`src/rtl/dds_phase_pkg.sv`:
```
`default_nettype none
// ============================================================================
// Module      : dds_phase_pkg
// Description : Shared types and constants for the DDS phase engine.
// Revision    : 1.0 - initial release
// ============================================================================
package dds_phase_pkg;

    // Profile update mode carried on cfg_mode
    typedef enum logic {
        MODE_COHERENT   = 1'b0,
        MODE_CONTINUOUS = 1'b1
    } cfg_mode_e;

    // Partial-product slice width (17x17 unsigned DSP slices)
    localparam int PP_W = 17;

    // Acceptance-to-output latency: subtract stage + multiplier + final add
    function automatic int dds_lat(input int mul_stages);
        return mul_stages + 2;
    endfunction

endpackage
`default_nettype wire

```
`src/rtl/dds_pp_mul.sv`:
```
`default_nettype none
// ============================================================================
// Module      : dds_pp_mul
// Description : Pipelined unsigned multiplier built from PP_W x PP_W slices.
//               Returns only product bits [PH_W+FRAC_SHIFT-1:FRAC_SHIFT];
//               slices lying wholly above that range are never built.
// Revision    : 1.0 - initial release
// ============================================================================
module dds_pp_mul
    import dds_phase_pkg::*;
#(
    parameter int TIME_W     = 48,
    parameter int FREQ_W     = 48,
    parameter int PH_W       = 48,
    parameter int FRAC_SHIFT = 4,
    parameter int MUL_STAGES = 3
) (
    input  logic              clk,
    input  logic [TIME_W-1:0] i_a,
    input  logic [FREQ_W-1:0] i_b,
    output logic [PH_W-1:0]   o_p
);

    localparam int c_KEEP_W = PH_W + FRAC_SHIFT;
    localparam int c_NA     = (TIME_W + PP_W - 1) / PP_W;
    localparam int c_NB     = (FREQ_W + PP_W - 1) / PP_W;
    localparam int c_AW     = c_NA * PP_W;
    localparam int c_BW     = c_NB * PP_W;

    logic [c_AW-1:0]     w_a_ext;
    logic [c_BW-1:0]     w_b_ext;
    logic [c_KEEP_W-1:0] w_term [c_NA*c_NB];
    logic [c_KEEP_W-1:0] w_total;
    logic [PH_W-1:0]     r_sum;
    logic                w_unused_lsb;

    assign w_a_ext = c_AW'(i_a);
    assign w_b_ext = c_BW'(i_b);

    // Stage 1: register each needed partial product, trimmed to the bits
    // that can still reach the kept range.
    for (genvar gi = 0; gi < c_NA; gi++) begin : g_a
        for (genvar gj = 0; gj < c_NB; gj++) begin : g_b
            localparam int c_SH = PP_W * (gi + gj);
            if (c_SH < c_KEEP_W) begin : g_keep
                localparam int c_PW = ((c_KEEP_W - c_SH) < 2 * PP_W) ?
                                      (c_KEEP_W - c_SH) : 2 * PP_W;
                logic [c_PW-1:0] r_pp;
                // Slice product, truncated modulo 2^c_PW
                always_ff @(posedge clk) begin
                    r_pp <= c_PW'(w_a_ext[gi*PP_W +: PP_W]) *
                            c_PW'(w_b_ext[gj*PP_W +: PP_W]);
                end
                assign w_term[gi*c_NB+gj] = c_KEEP_W'(r_pp) << c_SH;
            end else begin : g_skip
                assign w_term[gi*c_NB+gj] = '0;
            end
        end
    end

    // Sum of aligned partial products, modulo 2^(PH_W+FRAC_SHIFT)
    always_comb begin
        w_total = '0;
        for (int k = 0; k < c_NA * c_NB; k++) begin
            w_total = w_total + w_term[k];
        end
    end

    // The discarded fraction bits only matter as carries into the kept range
    assign w_unused_lsb = ^w_total[FRAC_SHIFT-1:0];

    // Stage 2: register the kept product window
    always_ff @(posedge clk) begin
        r_sum <= w_total[c_KEEP_W-1:FRAC_SHIFT];
    end

    if (MUL_STAGES > 2) begin : g_dly
        logic [PH_W-1:0] r_dly [MUL_STAGES-2];
        // Remaining stages are plain retiming registers
        always_ff @(posedge clk) begin
            r_dly[0] <= r_sum;
            for (int k = 1; k < MUL_STAGES - 2; k++) begin
                r_dly[k] <= r_dly[k-1];
            end
        end
        assign o_p = r_dly[MUL_STAGES-3];
    end else begin : g_nodly
        assign o_p = r_sum;
    end

endmodule
`default_nettype wire

```
`src/rtl/dds_phase_engine.sv`:
```
`default_nettype none
// ============================================================================
// Module      : dds_phase_engine
// Description : Timestamp-to-phase engine with coherent and phase-continuous
//               profile updates. out_phase = E + ((t-A)*B >> FRAC_SHIFT)
//               + (C aligned to MSBs), modulo 2^PH_W.
// Revision    : 1.0 - initial release
// ============================================================================
module dds_phase_engine
    import dds_phase_pkg::*;
#(
    parameter int TIME_W     = 48,
    parameter int FREQ_W     = 48,
    parameter int POFF_W     = 14,
    parameter int PH_W       = 48,
    parameter int FRAC_SHIFT = 4,
    parameter int MUL_STAGES = 3
) (
    input  logic              clk,
    input  logic              resetn,
    input  logic              in_valid,
    output logic              in_ready,
    input  logic [TIME_W-1:0] in_time,
    output logic              out_valid,
    output logic [PH_W-1:0]   out_phase,
    input  logic              cfg_valid,
    output logic              cfg_ready,
    input  logic              cfg_mode,
    input  logic [TIME_W-1:0] cfg_offset,
    input  logic [TIME_W-1:0] cfg_time,
    input  logic [FREQ_W-1:0] cfg_freq,
    input  logic [POFF_W-1:0] cfg_phase,
    output logic              busy
);

    localparam int c_LAT   = dds_lat(MUL_STAGES);
    localparam int c_CNT_W = $clog2(c_LAT + 1);
    localparam int c_CSH   = PH_W - POFF_W;

    // Profile and pending continuous-update values
    logic [TIME_W-1:0]  r_a;
    logic [FREQ_W-1:0]  r_b;
    logic [POFF_W-1:0]  r_c;
    logic [PH_W-1:0]    r_e;
    logic [TIME_W-1:0]  r_pend_time;
    logic [FREQ_W-1:0]  r_pend_freq;
    logic [POFF_W-1:0]  r_pend_phase;
    logic [c_CNT_W-1:0] r_cnt;

    // Pipeline
    logic [TIME_W-1:0]  r_diff;
    logic [FREQ_W-1:0]  r_s1_b;
    logic               r_v_p [MUL_STAGES+1];
    logic               r_t_p [MUL_STAGES+1];
    logic [POFF_W-1:0]  r_c_p [MUL_STAGES+1];
    logic [PH_W-1:0]    r_e_p [MUL_STAGES+1];
    logic [PH_W-1:0]    w_term;
    logic [PH_W-1:0]    w_fin;
    logic               r_fin_tok;
    logic [PH_W-1:0]    r_fin_e;

    logic w_idle, w_cfg_cont, w_tok, w_coh, w_acc, w_last_smp, w_last_tok;

    assign w_idle     = (r_cnt == '0);
    assign w_cfg_cont = cfg_valid && (cfg_mode_e'(cfg_mode) == MODE_CONTINUOUS);
    assign w_tok      = w_cfg_cont && w_idle;
    assign w_coh      = cfg_valid && w_idle && !w_cfg_cont;

    // A continuous request takes the pipeline slot, so it blocks samples
    // in its own acceptance cycle as well.
    assign in_ready  = w_idle && !w_cfg_cont;
    assign cfg_ready = w_idle;
    assign busy      = !w_idle || w_cfg_cont;
    assign w_acc     = in_valid && in_ready;

    // Busy counter: covers the token's trip through the pipeline
    always_ff @(posedge clk) begin
        if (!resetn) begin
            r_cnt <= '0;
        end else if (w_tok) begin
            r_cnt <= c_CNT_W'(c_LAT);
        end else if (!w_idle) begin
            r_cnt <= r_cnt - 1'b1;
        end
    end

    // Subtract stage plus snapshot of B, C, E; sidebands ride along
    always_ff @(posedge clk) begin
        r_diff   <= (w_tok ? cfg_time : in_time) - r_a;
        r_s1_b   <= r_b;
        r_c_p[0] <= w_tok ? '0 : r_c;
        r_e_p[0] <= r_e;
        for (int i = 1; i <= MUL_STAGES; i++) begin
            r_c_p[i] <= r_c_p[i-1];
            r_e_p[i] <= r_e_p[i-1];
        end
    end

    // Valid/token shift registers, cleared on reset to drop in-flight work
    always_ff @(posedge clk) begin
        if (!resetn) begin
            for (int i = 0; i <= MUL_STAGES; i++) begin
                r_v_p[i] <= 1'b0;
                r_t_p[i] <= 1'b0;
            end
        end else begin
            r_v_p[0] <= w_acc || w_tok;
            r_t_p[0] <= w_tok;
            for (int i = 1; i <= MUL_STAGES; i++) begin
                r_v_p[i] <= r_v_p[i-1];
                r_t_p[i] <= r_t_p[i-1];
            end
        end
    end

    dds_pp_mul #(
        .TIME_W     (TIME_W),
        .FREQ_W     (FREQ_W),
        .PH_W       (PH_W),
        .FRAC_SHIFT (FRAC_SHIFT),
        .MUL_STAGES (MUL_STAGES)
    ) u_mul (
        .clk (clk),
        .i_a (r_diff),
        .i_b (r_s1_b),
        .o_p (w_term)
    );

    // Tokens carry C = 0, so w_fin is E_old + term(cfg_time) for them
    assign w_fin      = r_e_p[MUL_STAGES] + w_term + (PH_W'(r_c_p[MUL_STAGES]) << c_CSH);
    assign w_last_smp = r_v_p[MUL_STAGES] && !r_t_p[MUL_STAGES];
    assign w_last_tok = r_v_p[MUL_STAGES] &&  r_t_p[MUL_STAGES];

    // Output stage; out_phase holds its last value between samples
    always_ff @(posedge clk) begin
        if (!resetn) begin
            out_valid <= 1'b0;
            out_phase <= '0;
            r_fin_tok <= 1'b0;
        end else begin
            out_valid <= w_last_smp;
            r_fin_tok <= w_last_tok;
            if (w_last_smp) begin
                out_phase <= w_fin;
            end
        end
    end

    // Rebased phase captured when the token leaves the pipeline
    always_ff @(posedge clk) begin
        if (w_last_tok) begin
            r_fin_e <= w_fin;
        end
    end

    // New continuous-mode profile waiting for its token to commit
    always_ff @(posedge clk) begin
        if (w_tok) begin
            r_pend_time  <= cfg_time;
            r_pend_freq  <= cfg_freq;
            r_pend_phase <= cfg_phase;
        end
    end

    // Profile registers: coherent replace or continuous commit
    always_ff @(posedge clk) begin
        if (!resetn) begin
            r_a <= '0;
            r_b <= '0;
            r_c <= '0;
            r_e <= '0;
        end else if (r_fin_tok) begin
            r_a <= r_pend_time;
            r_b <= r_pend_freq;
            r_c <= r_pend_phase;
            r_e <= r_fin_e;
        end else if (w_coh) begin
            r_a <= cfg_offset;
            r_b <= cfg_freq;
            r_c <= cfg_phase;
            r_e <= '0;
        end
    end

endmodule
`default_nettype wire

```
`config.mk`:
```
export PLATFORM = sky130hd
export DESIGN_NAME = dds_phase_engine
export DESIGN_NICKNAME = d
export VERILOG_FILES = /design/src/rtl/dds_phase_pkg.sv /design/src/rtl/dds_pp_mul.sv /design/src/rtl/dds_phase_engine.sv
export SDC_FILE = /design/constraint.sdc
export NUM_CORES = 2
export LEC_CHECK = 0
export BUFFER_PORTS_ARGS = -buffer_cell sky130_fd_sc_hd__buf_4
export CORE_ASPECT_RATIO = 1.25
export CORE_MARGIN = 2
export CORE_UTILIZATION = 35
export DETAILED_ROUTE_END_ITERATION = 6
export SLEW_MARGIN = 20
export SYNTH_ARGS = -nofsm -noshare
export SYNTH_HDL_FRONTEND = slang
export SYNTH_SLANG_ARGS = --single-unit
```
`constraint.sdc`:
```
create_clock -name clk -period 13.4 [get_ports clk]
set_input_delay 2.68 -clock clk [delete_from_list [all_inputs] [get_ports clk]]
set_output_delay 2.68 -clock clk [all_outputs]
set_load 0.05 [all_outputs]
```
==> impl_results.md <==
- Routed vias: 53.59k
- Post-CTS Resized: 0
- Fin Clk Skew: 0.04721 ns
- Initial Util: 0.3518
- Worst slew margin: 0.3068
- Cts bufs inserted: 101
- Reg2reg start: r_diff[6]$_DFF_P_
- Gr usage total: 0.1778
- Ports: 263
- CTS H-tree depth: 3
- Layout net count: 9887
- 1st-iter DRT viols: 2707
- Fin crit period: 7.430 ns
- Sink Count: 971
- Largest net degree at the start of global routing: 99
- Worst EP required: 14.05 ns
- Max Cap Violations: 0
- Status: complete, no violations
- CTS tree: done
- Total routed wirelength: 196.5 mm
- Grt ovf: 0
- Die area: 223600 sq um
- Die width: 423.3 microns
- Yosys reg bits: 971
- CP max FO: 39
- First-pass GRT wire length: 315.1 mm
- Worst Tran Pin Value: 1.032 ns
- Post-synth cell types: 77
- Top cell type's share of synthesized area: 0.2790
- Clock buffer depth: 3
- Post-DP HPWL: 148.2 mm
- Post-placement setup slack: 5.848 ns
- Number of I/O port buffers: 262
- Final GP Congestion: 0.8780
- Initial antenna violation count: 12
- Number of synthesized flops with an enable pin: 158
- Avg WL per Cell: 17.94 microns
- Residual DRC count: 0
- Worst hold path type: flip-flop to flip-flop
- Core area: 218600 sq um
- Area grow syn2layout: 11.17%
- Via density: 4.893
- Vias in the first global route: 57.94k
- Ys async rst share: 0
- Final Max Slew Viols: 0
- Critical path class: flip-flop to flip-flop
- Max Fclk: 134.6 MHz
- RSZ-0062 raised after global routing: false
- Yosys warnings: 0
- Worst min-delay path startpoint: r_e_p[2][43]$_DFF_P_
- CP Launch Type: flip-flop
- Final setup vio count: 0
- Reg clk slew, reported paths: 0.07 ns
- Period utilization: 0.5545
- Cell accounting for the most synthesized area: fa_1
- Antenna Nets Post-Route: 0
- Commonest cells in the netlist: inv_1 (1284), nand2_1 (1075), fa_1 (1072), dfxtp_1 (813), ha_1 (657)
- Fin util: 0.3912
- Synth Flop Type: dfxtp_1
- Avg Inst Size Synth: 9.790 sq um
- Most common cell in the netlist: inv_1
- Layout cell share with drive strength beyond 1: 0.07155
- Final Hold Fails: 0
- Largest cells by area after synthesis: fa_1 (28%), dfxtp_1 (21%), ha_1 (11%)
- Finished Cell Area: 85510 sq um
- Critical Path Source: r_diff[6]$_DFF_P_
- Mapped cell area: 76920 sq um
- Die H: 528.1 microns
- Final WS setup: 5.970 ns
- Seq/Total Area, Yosys: 0.2733
- CTS root buffer: clkbuf_16
- 1st-pass router iterations: 5
- Worst EP arrival: 8.08 ns
- Hold_buf cts: 0
- Row Count: 192
- Cell area after placement: 81900 sq um
- Worst-Skew Late Latency: 0.76 ns
- Cells after synthesis: 7857
- Setup TNS: 0 ns
- Synth Net Count: 9797
- CP endpoint kind: flip-flop
- Post-CTS setup buffers: 0
## area by class of cell
class / instances / area [sq um]
diodes: 5 / 12.51
clock buffers: 143 / 3025
clock inverters: 49 / 575.6
fillers: 21600 / 133100
inverters: 1285 / 4833
multi-input cells: 5235 / 49740
flip-flops and latches: 971 / 21040
well taps: 2910 / 3641
repair buffers: 353 / 2650
## flip-flops by register name, indices dropped and copies added (netlist names), 14 cells and up
signal	cells
u_mul.g_dly.r_dly	48
r_s1_b	48
r_e_p	192
r_c_p	56
r_pend_freq	48
r_diff	48
r_b	48
r_pend_time	48
r_e	48
u_mul.r_sum	48
u_mul.g_a.g_b.g_keep.r_pp	154
r_a	48
r_fin_e	48
out_phase	48
r_c	14
r_pend_phase	14
## per-stage QoR
stage / hold WS, ns / cells
6_report: 0.3050 / 10950
5_1_grt: 0.3175 / 10950
4_1_cts: 0.3024 / 10950
3_5_place_dp: 0.3121 / 10750
3_3_place_gp: 0.3104 / 10750
2_1_floorplan: 0.3096 / 7857
## worst paths after layout
path,endpoint,slack (ns),depth (start not counted)
worst max register to register,u_mul.g_a[0].g_b[1].g_keep.r_pp[33]$_DFF_P_,5.97,23
worst min register to register,r_e_p[3][43]$_DFF_P_,0.31,0
worst max-delay path,u_mul.g_a[0].g_b[1].g_keep.r_pp[33]$_DFF_P_,5.97,23
worst min-delay path,r_e_p[3][43]$_DFF_P_,0.31,0
## routing by layer
layer  vias up  share of wire  global-route usage
met5         -        0.00012                   0
met4         4          0.037             0.06434
li1      24720              -                   -
met2      1418           0.51              0.3209
met3       426          0.045             0.02082
met1     27020           0.41              0.2165
## worst max-delay path, stage by stage, from the launching register on
cell and delay, ns:
dfxtp_1 0.51, buf_4 0.55, and2_1 0.24, fa_1 0.42
inv_1 0.08, fa_1 0.43, fa_1 0.50, fa_1 0.56
inv_1 0.05, fa_1 0.47, inv_1 0.05, fa_1 0.47
inv_1 0.04, ha_1 0.38, o211ai_1 0.17, a2111oi_0 0.40
nand3_1 0.15, a31oi_1 0.46, o22ai_1 0.24, o21ai_0 0.54
a2111oi_0 0.22, o21bai_1 0.17, a21oi_1 0.09, xnor2_1 0.12
## cell families (layout without fill, tap and decap cells)
logic type      after synthesis  in the layout  synth area share
other cells                   0              5                 0
buf+inv                    1651           1830           0.08059
compound gates              844            844           0.07307
xor+xnor                    319            319           0.03632
simple gates               2228           2228            0.1359
mux                         115            115           0.01498
flops                       971            971            0.2733
fa+ha+maj                  1729           1729            0.3859
## cells in the final DEF, fill, tap and decap left out, types with 9 or more instances in the layout
| cell type | instances |
|---|---|
| edfxtp_1 | 158 |
| o21ai_0 | 111 |
| a21o_1 | 86 |
| ha_1 | 657 |
| or3_1 | 14 |
| inv_6 | 9 |
| a211oi_1 | 136 |
| nand3_1 | 52 |
| nand2b_1 | 25 |
| nor2_1 | 295 |
| clkinv_2 | 18 |
| nor3_1 | 34 |
| o31ai_1 | 9 |
| o21a_1 | 37 |
| dfxtp_2 | 11 |
| o211ai_1 | 24 |
| fa_1 | 1072 |
| clkbuf_16 | 109 |
| inv_1 | 1283 |
| a211o_1 | 14 |
| mux2i_1 | 114 |
| clkbuf_1 | 17 |
| and3_1 | 20 |
| a21oi_1 | 228 |
| nor2b_1 | 26 |
| buf_4 | 353 |
| xor2_1 | 70 |
| a21boi_0 | 12 |
| clkbuf_8 | 17 |
| dfxtp_1 | 801 |
| a22oi_1 | 49 |
| o21bai_1 | 36 |
| xnor2_1 | 249 |
| a31oi_1 | 27 |
| nand2_1 | 1075 |
| and2_1 | 631 |
| nand4_1 | 20 |
Power is not shown: default switching activity piles up to over one toggle a cycle in this logic, so the estimate is an artifact.
